**src/rtl/trng_word_packer_if.sv**
```systemverilog
// Handshake bundle between the debiaser-side bit stream, the packer and the bus-side consumer.
// The master modport is the environment driving bits and readiness; slave is the packer.
interface trng_word_packer_if #(
    parameter int unsigned WORD_W = 32
);
    logic              in_valid;
    logic              in_bit;
    logic [WORD_W-1:0] out_data;
    logic              out_valid;
    logic              out_ready;
    logic              health_fail;
    logic              fail_clear;
    logic [7:0]        words_dropped;

    modport master (
        output in_valid,
        output in_bit,
        output out_ready,
        output fail_clear,
        input  out_data,
        input  out_valid,
        input  health_fail,
        input  words_dropped
    );

    modport slave (
        input  in_valid,
        input  in_bit,
        input  out_ready,
        input  fail_clear,
        output out_data,
        output out_valid,
        output health_fail,
        output words_dropped
    );
endinterface

```
**src/rtl/trng_word_packer.sv**
```systemverilog
// Health-tests a debiased serial bit stream (repetition count + adaptive proportion), packs
// healthy bits LSB-first into words and serves them from a small fall-through FIFO.
module trng_word_packer #(
    parameter int unsigned WORD_W     = 32,
    parameter int unsigned FIFO_DEPTH = 4,
    parameter int unsigned RCT_CUTOFF = 16,
    parameter int unsigned APT_WINDOW = 64,
    parameter int unsigned APT_CUTOFF = 48
) (
    input logic               clk,
    input logic               reset,
    trng_word_packer_if.slave bus
);
    localparam int unsigned CntW  = $clog2(WORD_W);
    localparam int unsigned PtrW  = $clog2(FIFO_DEPTH);
    localparam int unsigned FillW = $clog2(FIFO_DEPTH + 1);
    localparam int unsigned RunW  = $clog2(RCT_CUTOFF + 1);
    localparam int unsigned AptW  = $clog2(APT_WINDOW + 1);

    localparam logic [CntW-1:0]  LastBit   = CntW'(WORD_W - 1);
    localparam logic [FillW-1:0] FillFull  = FillW'(FIFO_DEPTH);
    localparam logic [RunW-1:0]  RunTrip   = RunW'(RCT_CUTOFF);
    localparam logic [AptW-1:0]  AptTrip   = AptW'(APT_CUTOFF);
    localparam logic [AptW-1:0]  AptWinEnd = AptW'(APT_WINDOW);

    typedef enum logic [0:0] {StRun, StFail} state_e;

    state_e            state_q, state_d;
    logic [CntW-1:0]   bit_cnt_q, bit_cnt_d;
    logic [WORD_W-1:0] shift_q, shift_d;
    logic              prev_q, prev_d;
    logic [RunW-1:0]   run_q, run_d;
    logic [AptW-1:0]   apt_pos_q, apt_pos_d;
    logic              apt_ref_q, apt_ref_d;
    logic [AptW-1:0]   apt_cnt_q, apt_cnt_d;

    logic [WORD_W-1:0] mem_q [FIFO_DEPTH];
    logic [PtrW-1:0]   wr_ptr_q, rd_ptr_q;
    logic [FillW-1:0]  fill_q;
    logic [7:0]        dropped_q;

    logic              accept, trip, push, flush, pop, full, do_write, drop;
    logic [RunW-1:0]   run_next;
    logic [AptW-1:0]   apt_cnt_next, apt_pos_next;
    logic              apt_ref_next;
    logic [WORD_W-1:0] word_next;

    // Health-test and packing next state; a trip wipes everything back to the empty state.
    always_comb begin
        state_d      = state_q;
        bit_cnt_d    = bit_cnt_q;
        shift_d      = shift_q;
        prev_d       = prev_q;
        run_d        = run_q;
        apt_pos_d    = apt_pos_q;
        apt_ref_d    = apt_ref_q;
        apt_cnt_d    = apt_cnt_q;
        push         = 1'b0;

        accept = bus.in_valid && (state_q == StRun);

        run_next = (run_q != '0 && bus.in_bit == prev_q) ? run_q + RunW'(1) : RunW'(1);

        if (apt_pos_q == '0) begin
            apt_ref_next = bus.in_bit;
            apt_cnt_next = AptW'(1);
        end else begin
            apt_ref_next = apt_ref_q;
            apt_cnt_next = apt_cnt_q + AptW'(bus.in_bit == apt_ref_q);
        end
        apt_pos_next = apt_pos_q + AptW'(1);
        if (apt_pos_next == AptWinEnd) begin
            apt_pos_next = '0;
        end

        word_next           = shift_q;
        word_next[bit_cnt_q] = bus.in_bit;

        trip = accept && (run_next == RunTrip || apt_cnt_next == AptTrip);

        unique case (state_q)
            StRun: begin
                if (trip) begin
                    state_d   = StFail;
                    bit_cnt_d = '0;
                    shift_d   = '0;
                    prev_d    = 1'b0;
                    run_d     = '0;
                    apt_pos_d = '0;
                    apt_ref_d = 1'b0;
                    apt_cnt_d = '0;
                end else if (accept) begin
                    shift_d   = word_next;
                    prev_d    = bus.in_bit;
                    run_d     = run_next;
                    apt_pos_d = apt_pos_next;
                    apt_ref_d = apt_ref_next;
                    apt_cnt_d = apt_cnt_next;
                    if (bit_cnt_q == LastBit) begin
                        push      = 1'b1;
                        bit_cnt_d = '0;
                    end else begin
                        bit_cnt_d = bit_cnt_q + CntW'(1);
                    end
                end
            end
            StFail: begin
                if (bus.fail_clear) begin
                    state_d = StRun;
                end
            end
        endcase
    end

    always_ff @(posedge clk) begin
        if (!reset) begin
            state_q   <= StRun;
            bit_cnt_q <= '0;
            shift_q   <= '0;
            prev_q    <= 1'b0;
            run_q     <= '0;
            apt_pos_q <= '0;
            apt_ref_q <= 1'b0;
            apt_cnt_q <= '0;
        end else begin
            state_q   <= state_d;
            bit_cnt_q <= bit_cnt_d;
            shift_q   <= shift_d;
            prev_q    <= prev_d;
            run_q     <= run_d;
            apt_pos_q <= apt_pos_d;
            apt_ref_q <= apt_ref_d;
            apt_cnt_q <= apt_cnt_d;
        end
    end

    always_comb begin
        flush    = trip || (state_q == StFail);
        full     = (fill_q == FillFull);
        pop      = bus.out_valid && bus.out_ready;
        do_write = push && (!full || pop);
        drop     = push && full && !pop;
    end

    assign bus.out_valid     = (fill_q != '0);
    assign bus.out_data      = bus.out_valid ? mem_q[rd_ptr_q] : '0;
    assign bus.health_fail   = (state_q == StFail);
    assign bus.words_dropped = dropped_q;

    always_ff @(posedge clk) begin
        if (!reset) begin
            wr_ptr_q  <= '0;
            rd_ptr_q  <= '0;
            fill_q    <= '0;
            dropped_q <= '0;
        end else if (flush) begin
            wr_ptr_q <= '0;
            rd_ptr_q <= '0;
            fill_q   <= '0;
        end else begin
            if (do_write) begin
                wr_ptr_q <= wr_ptr_q + PtrW'(1);
            end
            if (pop) begin
                rd_ptr_q <= rd_ptr_q + PtrW'(1);
            end
            unique case ({do_write, pop})
                2'b10:   fill_q <= fill_q + FillW'(1);
                2'b01:   fill_q <= fill_q - FillW'(1);
                default: fill_q <= fill_q;
            endcase
            if (drop && dropped_q != 8'hFF) begin
                dropped_q <= dropped_q + 8'd1;
            end
        end
    end

    // Storage needs no reset: out_data is masked while the FIFO is empty.
    always_ff @(posedge clk) begin
        if (do_write && !flush) begin
            mem_q[wr_ptr_q] <= word_next;
        end
    end
endmodule

```
**src/flat_wrapper.sv**
```systemverilog
// flat-port wrapper written by rule: the top's interface ports become plain ports
module trng_word_packer_flat 
#(
    parameter int unsigned WORD_W     = 32,
    parameter int unsigned FIFO_DEPTH = 4,
    parameter int unsigned RCT_CUTOFF = 16,
    parameter int unsigned APT_WINDOW = 64,
    parameter int unsigned APT_CUTOFF = 48
)
  (clk, reset, bus_in_valid, bus_in_bit, bus_out_ready, bus_fail_clear, bus_out_data, bus_out_valid, bus_health_fail, bus_words_dropped);
  trng_word_packer_if #(.WORD_W(WORD_W)) bus_i ();
  input logic clk;
  input logic reset;
  input wire logic [$bits(bus_i.in_valid)-1:0] bus_in_valid;
  input wire logic [$bits(bus_i.in_bit)-1:0] bus_in_bit;
  input wire logic [$bits(bus_i.out_ready)-1:0] bus_out_ready;
  input wire logic [$bits(bus_i.fail_clear)-1:0] bus_fail_clear;
  output wire logic [$bits(bus_i.out_data)-1:0] bus_out_data;
  output wire logic [$bits(bus_i.out_valid)-1:0] bus_out_valid;
  output wire logic [$bits(bus_i.health_fail)-1:0] bus_health_fail;
  output wire logic [$bits(bus_i.words_dropped)-1:0] bus_words_dropped;
  assign bus_i.in_valid = bus_in_valid;
  assign bus_i.in_bit = bus_in_bit;
  assign bus_i.out_ready = bus_out_ready;
  assign bus_i.fail_clear = bus_fail_clear;
  assign bus_out_data = bus_i.out_data;
  assign bus_out_valid = bus_i.out_valid;
  assign bus_health_fail = bus_i.health_fail;
  assign bus_words_dropped = bus_i.words_dropped;
  trng_word_packer #(.WORD_W(WORD_W), .FIFO_DEPTH(FIFO_DEPTH), .RCT_CUTOFF(RCT_CUTOFF), .APT_WINDOW(APT_WINDOW), .APT_CUTOFF(APT_CUTOFF)) u_core (.clk(clk), .reset(reset), .bus(bus_i));
endmodule
```
**config.mk**
```make
export PLATFORM = sky130hd
export DESIGN_NAME = trng_word_packer_flat
export DESIGN_NICKNAME = d
export VERILOG_FILES = /design/src/rtl/trng_word_packer_if.sv /design/src/rtl/trng_word_packer.sv /design/src/flat_wrapper.sv
export SDC_FILE = /design/constraint.sdc
export NUM_CORES = 1
export LEC_CHECK = 0
export ABC_AREA = 1
export CAP_MARGIN = 20
export CORE_AREA = 5 5 125 127
export DETAILED_ROUTE_END_ITERATION = 6
export DIE_AREA = 0 0 130 132
export MAX_ROUTING_LAYER = met4
export PLACE_DENSITY = 0.84
export SKIP_CTS_REPAIR_TIMING = 1
export SLEW_MARGIN = 5
export SYNTH_ARGS = -nofsm -noshare
export SYNTH_HDL_FRONTEND = slang
export SYNTH_SLANG_ARGS = --single-unit
```
**constraint.sdc**
```tcl
create_clock -name clk -period 7.6 [get_ports clk]
set_input_delay 1.52 -clock clk [delete_from_list [all_inputs] [get_ports clk]]
set_output_delay 1.52 -clock clk [all_outputs]
set_load 0.1 [all_outputs]
```
==> summary.md, run 1 <==
| Metric | Value |
|---|---|
| Post-synth top area share | `a little over two fifths` |
| Worst reg2reg setup slack | `roughly 4.5 ns` |
| Congestion Overflow GR | `0` |
| Routability Congestion | `between 0.8 and 0.9` |
| Via count | `slightly below 7000` |
| Hold Path Depth | `2` |
| Share of cells above drive strength 1 | `10.54%` |
| IO Pins | `48` |
| #FFs+latches synth | `around 200` |
| Final nets | `around 1000` |
| Seq/Total Area, Yosys | `between 50% and 60%` |
| Detailed Route Iter0 Violations | `~480` |
| Via density | `about 5.6` |
| DR pass1 iterations | `5` |
| Tcrit/Tclk final | `between 70% and 80%` |
| Routed WL | `around 19 mm` |
| Yosys warning total | `0` |
| Clock sinks | `204` |
| Hold Crit Class | `reg2reg` |
| RSZ-0062 raised after global routing | `no` |
| Root Buffer | `clkbuf_16` |
| Hold WS | `about 0.47 ns` |
| FP Rows | `44` |
| Antenna cells | `0` |
| PwrDens | `between 200 and 250 nW/um^2` |
| VDD IR max | `roughly 0.16 mV` |
| Most frequent cell after synthesis | `nor2_1` |
| Max Cap Viol | `0` |
| Setup crit start kind | `flip-flop` |
| Number of synthesized flops with an enable pin | `128` |
| Syn avg cell area | `around 9.5 um^2` |
| Fin Clk Skew | `~0.0075 ns` |
| CP Capture Type | `primary output` |
| Post-route ant nets | `0` |
| Global-route wire length before repair | `approximately 31 mm` |
| Worst skew pair latency | `around 0.48 ns` |
| Dominant cells by area after synthesis | `edfxtp_1 (42%), dfxtp_1 (17%), nor2_1 (7.6%)` |
| Layout area overhead | `13.84%` |
| Main flop type after synthesis | `edfxtp_1` |
| Die Span Y | `about 130 um` |
| Gate power share | `2.8%` |
| GRT Resource Usage Total | `a little under a quarter` |
| CTS tree | `done` |
| DRC viols | `0` |
| Final core utilization | `between 70 and 80%` |
| Internal power | `approximately 1.8 mW` |
| Reg2reg end | `u_core.fill_q[2]` |
| Yosys top cell by area | `edfxtp_1` |
| Die area | `about 17000 um^2` |
| Maximum root-to-sink buffer count | `3` |
| H-tree levels | `1` |
| Leak | `roughly 3.5 nW` |
| Mapped Area | `a little over 9000 um^2` |
| Initial antenna violation count | `0` |
| Switch share | `between 10% and 20%` |
| Worst Hold Launch | `u_core.shift_q[12]` |
| Final Hold Violating Endpoints | `0` |
| Setup violators final | `0` |
| Max Fclk | `between 0.15 and 0.2 GHz` |
| Worst r2r src | `u_core.apt_ref_q` |
| Cell count after synthesis | `~970` |
| Hold EP | `u_core.shift_q[12]` |
| Worst-Margin Slew | `about 1.0 ns` |
| Sequential power share | `52.2%` |
| R2R cell count | `16` |
| Largest net degree at the start of global routing | `66` |
| Die X | `between 100 and 150 um` |
| Crit path DAT | `a little over 4 ns` |
| Fin crit period | `5.615 ns` |
| Worst-path fanout max | `65` |
| Port buffer count | `47` |
| Clock power frac | `approximately 45%` |
| Post-synth cell types | `37` |
| Core box area | `around 14000 um^2` |
| Post-synth top cells | `nor2_1 (185), nand2_1 (156), edfxtp_1 (128), o21ai_0 (89), dfxtp_1 (76)` |
| Initial core utilization | `between 60% and 70%` |
| DP HPWL | `between 10 and 15 mm` |
| Fin. max-slew vios | `0` |
| Outcome | `finished, final reports clean` |
| Relative slew slack | `around 30%` |
| Asr flop ratio synth | `0%` |
| Routed WL per cell | `about 16 um` |
| CTS clk-pin slew, worst paths | `roughly 0.060 ns` |
| Vias in the first global route | `6433` |
| Net Switching | `447.8 uW` |
| Final setup TNS | `0 ns` |
| Worst Path Required | `around 6.1 ns` |
| Crit Path Class | `reg2out` |
| Post-synthesis net count | `between 900 and 1000` |
| TritonCTS buffer count | `21` |
## through the flow
stage	total power, mW	cells	setup slack (ns)	cell area, um^2
2_1_floorplan	1.245	968	2.975	9160
3_3_place_gp	1.260	1163	2.605	9742
3_5_place_dp	1.261	1163	2.528	9742
4_1_cts	2.261	1199	2.011	10430
5_1_grt	2.318	1199	1.678	10430
6_report	2.250	1199	1.985	10430
## routing by layer
metal	vias to the layer above	GRT usage [%]	wire, um
met5	-	-	0
met4	0	7.852	434
met3	45	3.039	988
met2	196	38.05	9623
met1	3173	28.72	7842
li1	3350	-	-
## final cells by class
type | instances | area, um^2
flip-flops and latches | 204 | 5366
repair buffers | 58 | 553.0
multi-input cells | 658 | 3371
fillers | 979 | 3886
clock inverters | 12 | 138.9
inverters | 59 | 221.5
well taps | 184 | 230.2
clock buffers | 24 | 546.8
## critical path: stages (launching register included)
cell	delay [ns]
dfxtp_2	0.31
buf_4	0.53
clkinv_1	0.86
buf_4	0.50
o21ai_0	0.20
a21oi_1	0.11
clkdlybuf4s50_1	0.99
## flip-flops by register name, summed over array words and instances, names as in the netlist, named ones only
name	cells
u_core.bit_cnt_q	5
u_core.rd_ptr_q	2
u_core.wr_ptr_q	2
u_core.bus.words_dropped	8
u_core.apt_ref_q	1
u_core.run_q	5
u_core.mem_q	128
u_core.apt_cnt_q	7
u_core.bus.health_fail	1
u_core.prev_q	1
u_core.apt_pos_q	7
u_core.fill_q	3
u_core.shift_q	32
## placed cells by master (no fill, tap or decap), types with 5 or more instances in the layout
cell type	n
nor2_1	181
nand2_1	155
edfxtp_1	128
o21ai_0	89
dfxtp_1	75
a21oi_1	74
inv_1	57
clkdlybuf4s50_1	47
a21oi_2	43
nand3_1	21
clkbuf_16	21
ha_1	17
a31oi_1	14
buf_4	11
nand4_1	10
xor2_1	8
nor2_2	7
o31ai_1	7
clkinv_1	6
xnor2_1	5
## how the worst max path moves through the flow
stage / slack (ns) / end
4_1_cts: 2.01 / bus_out_data[23]
5_1_grt: 1.68 / bus_out_data[11]
2_1_floorplan: 2.98 / u_core.mem_q[0][0]
3_3_place_gp: 2.61 / bus_out_data[23]
3_5_place_dp: 2.53 / bus_out_data[23]
6_report: 1.99 / bus_out_data[23]
## power by group through the flow
stage / Sequential [mW] / Clock, mW / Combinational, mW
after floorplan: 1.20 / 0 / 0.0483
after global placement: 1.20 / 0 / 0.0622
after detailed placement: 1.20 / 0 / 0.0629
after CTS: 1.17 / 1.02 / 0.0629
after global routing: 1.17 / 1.07 / 0.0702
final: 1.17 / 1.01 / 0.0632
## cells by family after synthesis
| logic type | share of synthesized area [%] |
|---|---|
| buffers and inverters | 4.767 |
| xor gates and xnor gates | 1.421 |
| DFF | 58.57 |
| adders and majority gates | 2.541 |
| muxes | 0.1093 |
| and+or+nand+nor | 17.70 |
| AOI/OAI and AO/OA | 14.89 |
Note: power is estimated with default switching activity, not from simulation.
==> inputs of run 2 (changes only) <==
- CORE_AREA: 5 5 125 127 -> 5 5 130 132
- DIE_AREA: 0 0 130 132 -> 0 0 135 137
- PLACE_DENSITY: 0.84 -> 0.79
- clock period: 7.6 -> 5.69 ns (I/O delays scaled with it)
==> run 2 against run 1 <==
Worst hold slack better by 0.0023 ns. Count of clock-buffer cells in the layout is 2 higher. Combinational power is 40% higher. Critical path depth is 11 higher. Setup slack worse by 0.29 ns. Final area hardly changed. Die area is 7.8% higher. Via count is 0.16% lower. Register-to-register slack worse by 1.9 ns. Non-clock buffer count is 3 higher. Critical endpoint is now u_core.fill_q[2].
==> summary.md, run 2 (synthesized netlist as in run 1, its figures left out) <==
| Metric | Value |
|---|---|
| RSZ-0062 raised after global routing | `no` |
| Crit Path Class | `in2reg` |
| Fin cells | `1236 (+3.1%)` |
| Critical Path Max Stage Delay | `0.60 ns (-0.39 ns)` |
| Leak | `3.610 nW (+2.8%)` |
| Die Span Y | `137 um (+3.8%)` |
| Routed WL | `19.48 mm (+3.1%)` |
| Layout area overhead | `13.80% (about the same)` |
| Core box area | `15600 um^2 (+9.0%)` |
| Fin crit period | `roughly 4.0 ns` |
| Post-route ant nets | `0 (unchanged)` |
| Worst-path cell chain | `clkdlybuf4s50_1 -> xnor2_1 -> ha_1 -> ha_1 -> nand2_1 -> a21oi_1 -> nand3_1 -> nor2_1 -> nand3_2 -> nand4_1 -> ha_1 -> inv_1 -> fa_1 -> a21oi_1 -> o21ai_0 -> xor2_1 -> nor2_1` |
| CTS clk-pin slew, worst paths | `0.06 ns (about the same)` |
| Design Area, Final | `10420 um^2 (about the same)` |
| Root Buffer | `clkbuf_16` |
| VDD IR max | `0.2499 mV (+55%)` |
| Max Fclk | `0.2504 GHz` |
| Die area | `18500 um^2 (+7.8%)` |
| CP top delay family | `adder cells` |
| Worst-path fanout max | `7 (-89%)` |
| Outcome | `finished, final reports clean` |
| Final nets | `1029 (+0.29%)` |
| Fin Clk Skew | `0.01260 ns (+0.005133 ns)` |
| Most frequent cells in the layout | `nor2_1 (181), nand2_1 (155), edfxtp_1 (128)` |
| Worst skew pair latency | `0.49 ns (about the same)` |
| Initial antenna violation count | `0 (unchanged)` |
| FP Rows | `46 (+4.5%)` |
| DRC viols | `0 (unchanged)` |
| CP Capture Type | `flip-flop` |
| DP HPWL | `11.41 mm (+5.7%)` |
| Hold Crit Class | `reg2reg` |
| Vias in the first global route | `6558 (+1.9%)` |
| Commonest non-fill, non-tap cell in the layout | `nor2_1` |
| Maximum root-to-sink buffer count | `3 (unchanged)` |
| Largest net degree at the start of global routing | `65 (-1.5%)` |
| Fin. max-slew vios | `0 (unchanged)` |
| CP bufs+invs | `2 (-2)` |
| H-tree levels | `1 (unchanged)` |
| CTS tree | `done` |
| # fillers | `1192 (+22%)` |
| Via count | `6753 (-0.16%)` |
| Worst-Margin Slew | `0.9749 ns (-0.07367 ns)` |
| PwrDens | `286.7 nW/um^2 (+33%)` |
| Congestion Overflow GR | `0 (unchanged)` |
| Placed instance count | `1197 (+2.9%)` |
| Max Cap Viol | `0 (unchanged)` |
| Global-route wire length before repair | `32.07 mm (+3.5%)` |
| Max reg flops | `128 (unchanged)` |
| Hold WS | `0.4700 ns (+0.002333 ns)` |
| Routability Congestion | `0.8240 (+0.37%)` |
| DR pass1 iterations | `5 (unchanged)` |
| Most flops, register | `u_core.mem_q` |
| Most used cell, CP | `ha_1` |
| Antenna cells | `0 (unchanged)` |
| Port buffer count | `47 (unchanged)` |
| Via density | `5.464 (-3.2%)` |
| Initial core utilization | `58.73% (-5.3 points)` |
| Final setup TNS | `0 ns (unchanged)` |
| Share of cells above drive strength 1 | `14.22% (+3.7 points)` |
| Detailed Route Iter0 Violations | `550 (+15%)` |
| Routed WL per cell | `15.76 um (about the same)` |
| Setup crit start kind | `primary input` |
| IO Pins | `48 (unchanged)` |
| Tcrit/Tclk final | `70.18%` |
| Relative slew slack | `34.80% (+4.8 points)` |
| TritonCTS buffer count | `21 (unchanged)` |
| Slowest cell on crit path | `clkdlybuf4s50_1` |
| GRT Resource Usage Total | `21.78% (-1.1 points)` |
| Clock sinks | `204 (unchanged)` |
| Setup violators final | `0 (unchanged)` |
| Crit path DAT | `4.42 ns (+0.33 ns)` |
| Dpl cell area | `9729 um^2 (-0.13%)` |
| Worst Path Required | `6.12 ns (+0.04 ns)` |
| Die X | `135 um (+3.8%)` |
| Final Hold Violating Endpoints | `0 (unchanged)` |
## run 2: metal layers
layer | vias up | GRT usage, % | part of all wire [%]
met1 | 3185 | 28.10 | 44
met4 | 0 | 6.159 | 1.9
met3 | 31 | 2.353 | 5.1
met2 | 182 | 36.99 | 49
met5 | - | - | 0
li1 | 3355 | - | -
## run 2: layout make-up
class / count / area (um^2) / area share [%]
Clock buffer: 26 / 554.3 / 5.318
Timing Repair Buffer: 61 / 528.0 / 5.065
Multi-Input combinational cell: 658 / 3371 / 32.34
Tap cell: 216 / 270.3 / 2.593
Inverter: 59 / 221.5 / 2.125
Sequential cell: 204 / 5366 / 51.48
Clock inverter: 12 / 112.6 / 1.080
## run 2: path summary, 6_finish.rpt
check / cells after the start / from / to / slack (ns)
worst min-delay path: 2 / u_core.shift_q[13] / u_core.shift_q[13] / 0.47
worst max-delay path: 17 / bus_in_bit / u_core.fill_q[2] / 1.70
worst min register to register: 2 / u_core.shift_q[13] / u_core.shift_q[13] / 0.47
worst max register to register: 9 / u_core.bit_cnt_q[1] / u_core.mem_q[3][14] / 2.61
## run 2: where the power goes
part	switching [mW]	internal, mW	total [mW]
registers	0.00605	1.56	1.57
clock network	0.548	0.785	1.33
logic	0.0650	0.0237	0.0887
total	0.619	2.37	2.99
## run 2: tightest hold or removal path, cell delays in order (launching register included)
cell	delay, ns
dfxtp_1	0.31
nand2_1	0.07
a21oi_2	0.05
## run 2: stage by stage
| step | setup WS [ns] | power, mW | util (%) |
|---|---|---|---|
| global route | 1.383 | 3.071 | 66.83 |
| global placement | 1.250 | 1.685 | 62.38 |
| finish | 1.697 | 2.989 | 66.83 |
| floorplan | 1.447 | 1.663 | - |
| detailed placement | 1.185 | 1.686 | 62.38 |
| CTS | 1.697 | 3.008 | 66.65 |
==> RTL change (config.mk and constraints of run 2) <==
`shift_q` no longer has a reset.
--- a/src/rtl/trng_word_packer.sv
+++ b/src/rtl/trng_word_packer.sv
@@ -116,7 +116,6 @@
         if (!reset) begin
             state_q   <= StRun;
             bit_cnt_q <= '0;
-            shift_q   <= '0;
             prev_q    <= 1'b0;
             run_q     <= '0;
             apt_pos_q <= '0;
@@ -125,13 +124,16 @@
         end else begin
             state_q   <= state_d;
             bit_cnt_q <= bit_cnt_d;
-            shift_q   <= shift_d;
             prev_q    <= prev_d;
             run_q     <= run_d;
             apt_pos_q <= apt_pos_d;
             apt_ref_q <= apt_ref_d;
             apt_cnt_q <= apt_cnt_d;
         end
+    end
+
+    always_ff @(posedge clk) begin
+        shift_q <= shift_d;
     end
 
     always_comb begin
Behaviour: no difference found for any inputs over 10 cycles, from zero or initial values and one cycle with reset low; that may be too few to reach the edited logic, so the function may still have changed.
==> RTL change against run 2 <==
  * Design area increased by 1.5%
  * Routed wire length decreased by 5.8%
  * Worst hold slack improved by 12 ps
  * Synthesized area increased by 1.8%
  * Largest power group unchanged
  * Worst setup slack got worse by 33 ps
  * Sequential power increased by 4%
  * Sequential cell count unchanged
  * Critical endpoint is now u_core.shift_q[11]
  * Non-clock buffer count decreased by 2
  * Clock skew decreased by 2.2 ps
  * Synthesized cell count decreased by 3.6%
  * Critical path type unchanged
  * Combinational power increased by 35%
  * Power increased by 3.2%
  * Utilization increased by 0.98 points
  * Die area unchanged
==> RTL change: results (changes against run 2) <==
Worst setup path
  – Critical path arrival: 4250 ps (-170 ps)
  – Reg-to-reg critical path endpoint: u_core.shift_q[11]
  – R2R depth: 12 (+3)
  – Reg2Reg Setup Slack: 2690 ps (+80 ps)
  – CP max stage cell: nand2_2
  – CP max FO: 20 (+13)
  – Reg2reg start: u_core.apt_ref_q
  – Critical Path Max Stage Delay: 470 ps (-130 ps)

Global route
  – First-pass GRT wire length: 30.4 mm (-5.3%)
  – Overall Global Routing Usage: 20.9% (-0.88 points)
  – Vias in the first global route: 6,223 (-5.1%)

Detailed routing
  – Via/cell ratio: 5.39 (-1.3%)
  – DR WL/cell: 15.2 um (-3.4%)

Logic synthesis
  – Share of the yosys chip area belonging to registers: 61.0% (+2.4 points)
  – Ranking of synthesized cells by area: edfxtp_1 52%, dfxtp_1 9.4%, nor2_1 7.5%
  – Number of synthesized flops with an enable pin: 160 (+25%)
  – Syn_nets: 956 (-3.6%)

Layout
  – Layout cells sized above 1: 11.1% (-3.1 points)
  – Final nets: 998 (-3.0%)

Timing
  – Clock skew: 10.4 ps (-2.18 ps)
  – Relative slew slack: 34.8% (about the same)

Power
  – P_seq: 1.64 mW (+4%)
  – Leak: 3.90 nW (+8.1%)
  – Maximum vdd drop: 0.000270 V (+8.1%)
  – Internal: 2.47 mW (+4.1%)

Placement
  – Gpl congestion: 0.887 (+7.6%)
  – Setup Slack @ Placement: 1180 ps (-9.12 ps)

Status
  – Outcome: finished clean

Clock tree
  – CTS clock-pin slew for the worst setup and hold paths: 60 ps (about the same)
RTL change: cells by family after synthesis:
group,after synthesis,share of synthesized area [%]
xor gates and xnor gates,10,0.940
adders and majority gates,17,2.36
and+or+nand+nor,342,15.9
AOI/OAI and AO/OA,218,13.6
DFF,204,61.0
buffers and inverters,142,6.23
RTL change: how the worst min path moves through the flow:
stage	startpoint	end	slack, ps	cells past startpoint
floorplan	u_core.apt_cnt_q[4]	u_core.apt_cnt_q[4]	450	2
global placement	u_core.apt_cnt_q[4]	u_core.apt_cnt_q[4]	470	2
detailed placement	u_core.apt_cnt_q[4]	u_core.apt_cnt_q[4]	480	2
CTS	u_core.apt_cnt_q[4]	u_core.apt_cnt_q[4]	480	2
global route	u_core.apt_cnt_q[6]	u_core.apt_cnt_q[6]	520	2
finish	u_core.apt_cnt_q[4]	u_core.apt_cnt_q[4]	480	2
RTL change: cell type report:
type	count	area, um2	area share (%)
clock inverters	6	80.1	0.757
well taps	216	270	2.56
inverters	102	388	3.67
flip-flops and latches	204	5690	53.8
multi-input cells	587	3070	29.0
clock buffers	31	583	5.51
repair buffers	59	500	4.73
RTL change: routing by layer:
layer / wire length [um] / part of all wire (%) / track usage (%) / vias up
li1: - / - / - / 3271
met1: 8100 / 44 / 27.1 / 3059
met2: 9040 / 49 / 35.0 / 140
met3: 792 / 4.3 / 2.46 / 29
met4: 420 / 2.3 / 6.61 / 0
met5: 0 / 0 / - / -
RTL change: metrics by stage:
stage / utilization [%] / instance area (um2) / std cells
floorplan: - / 9320 / 933
global placement: 63.4 / 9890 / 1167
detailed placement: 63.4 / 9890 / 1167
CTS: 67.6 / 10500 / 1204
global route: 67.8 / 10600 / 1205
finish: 67.8 / 10600 / 1205
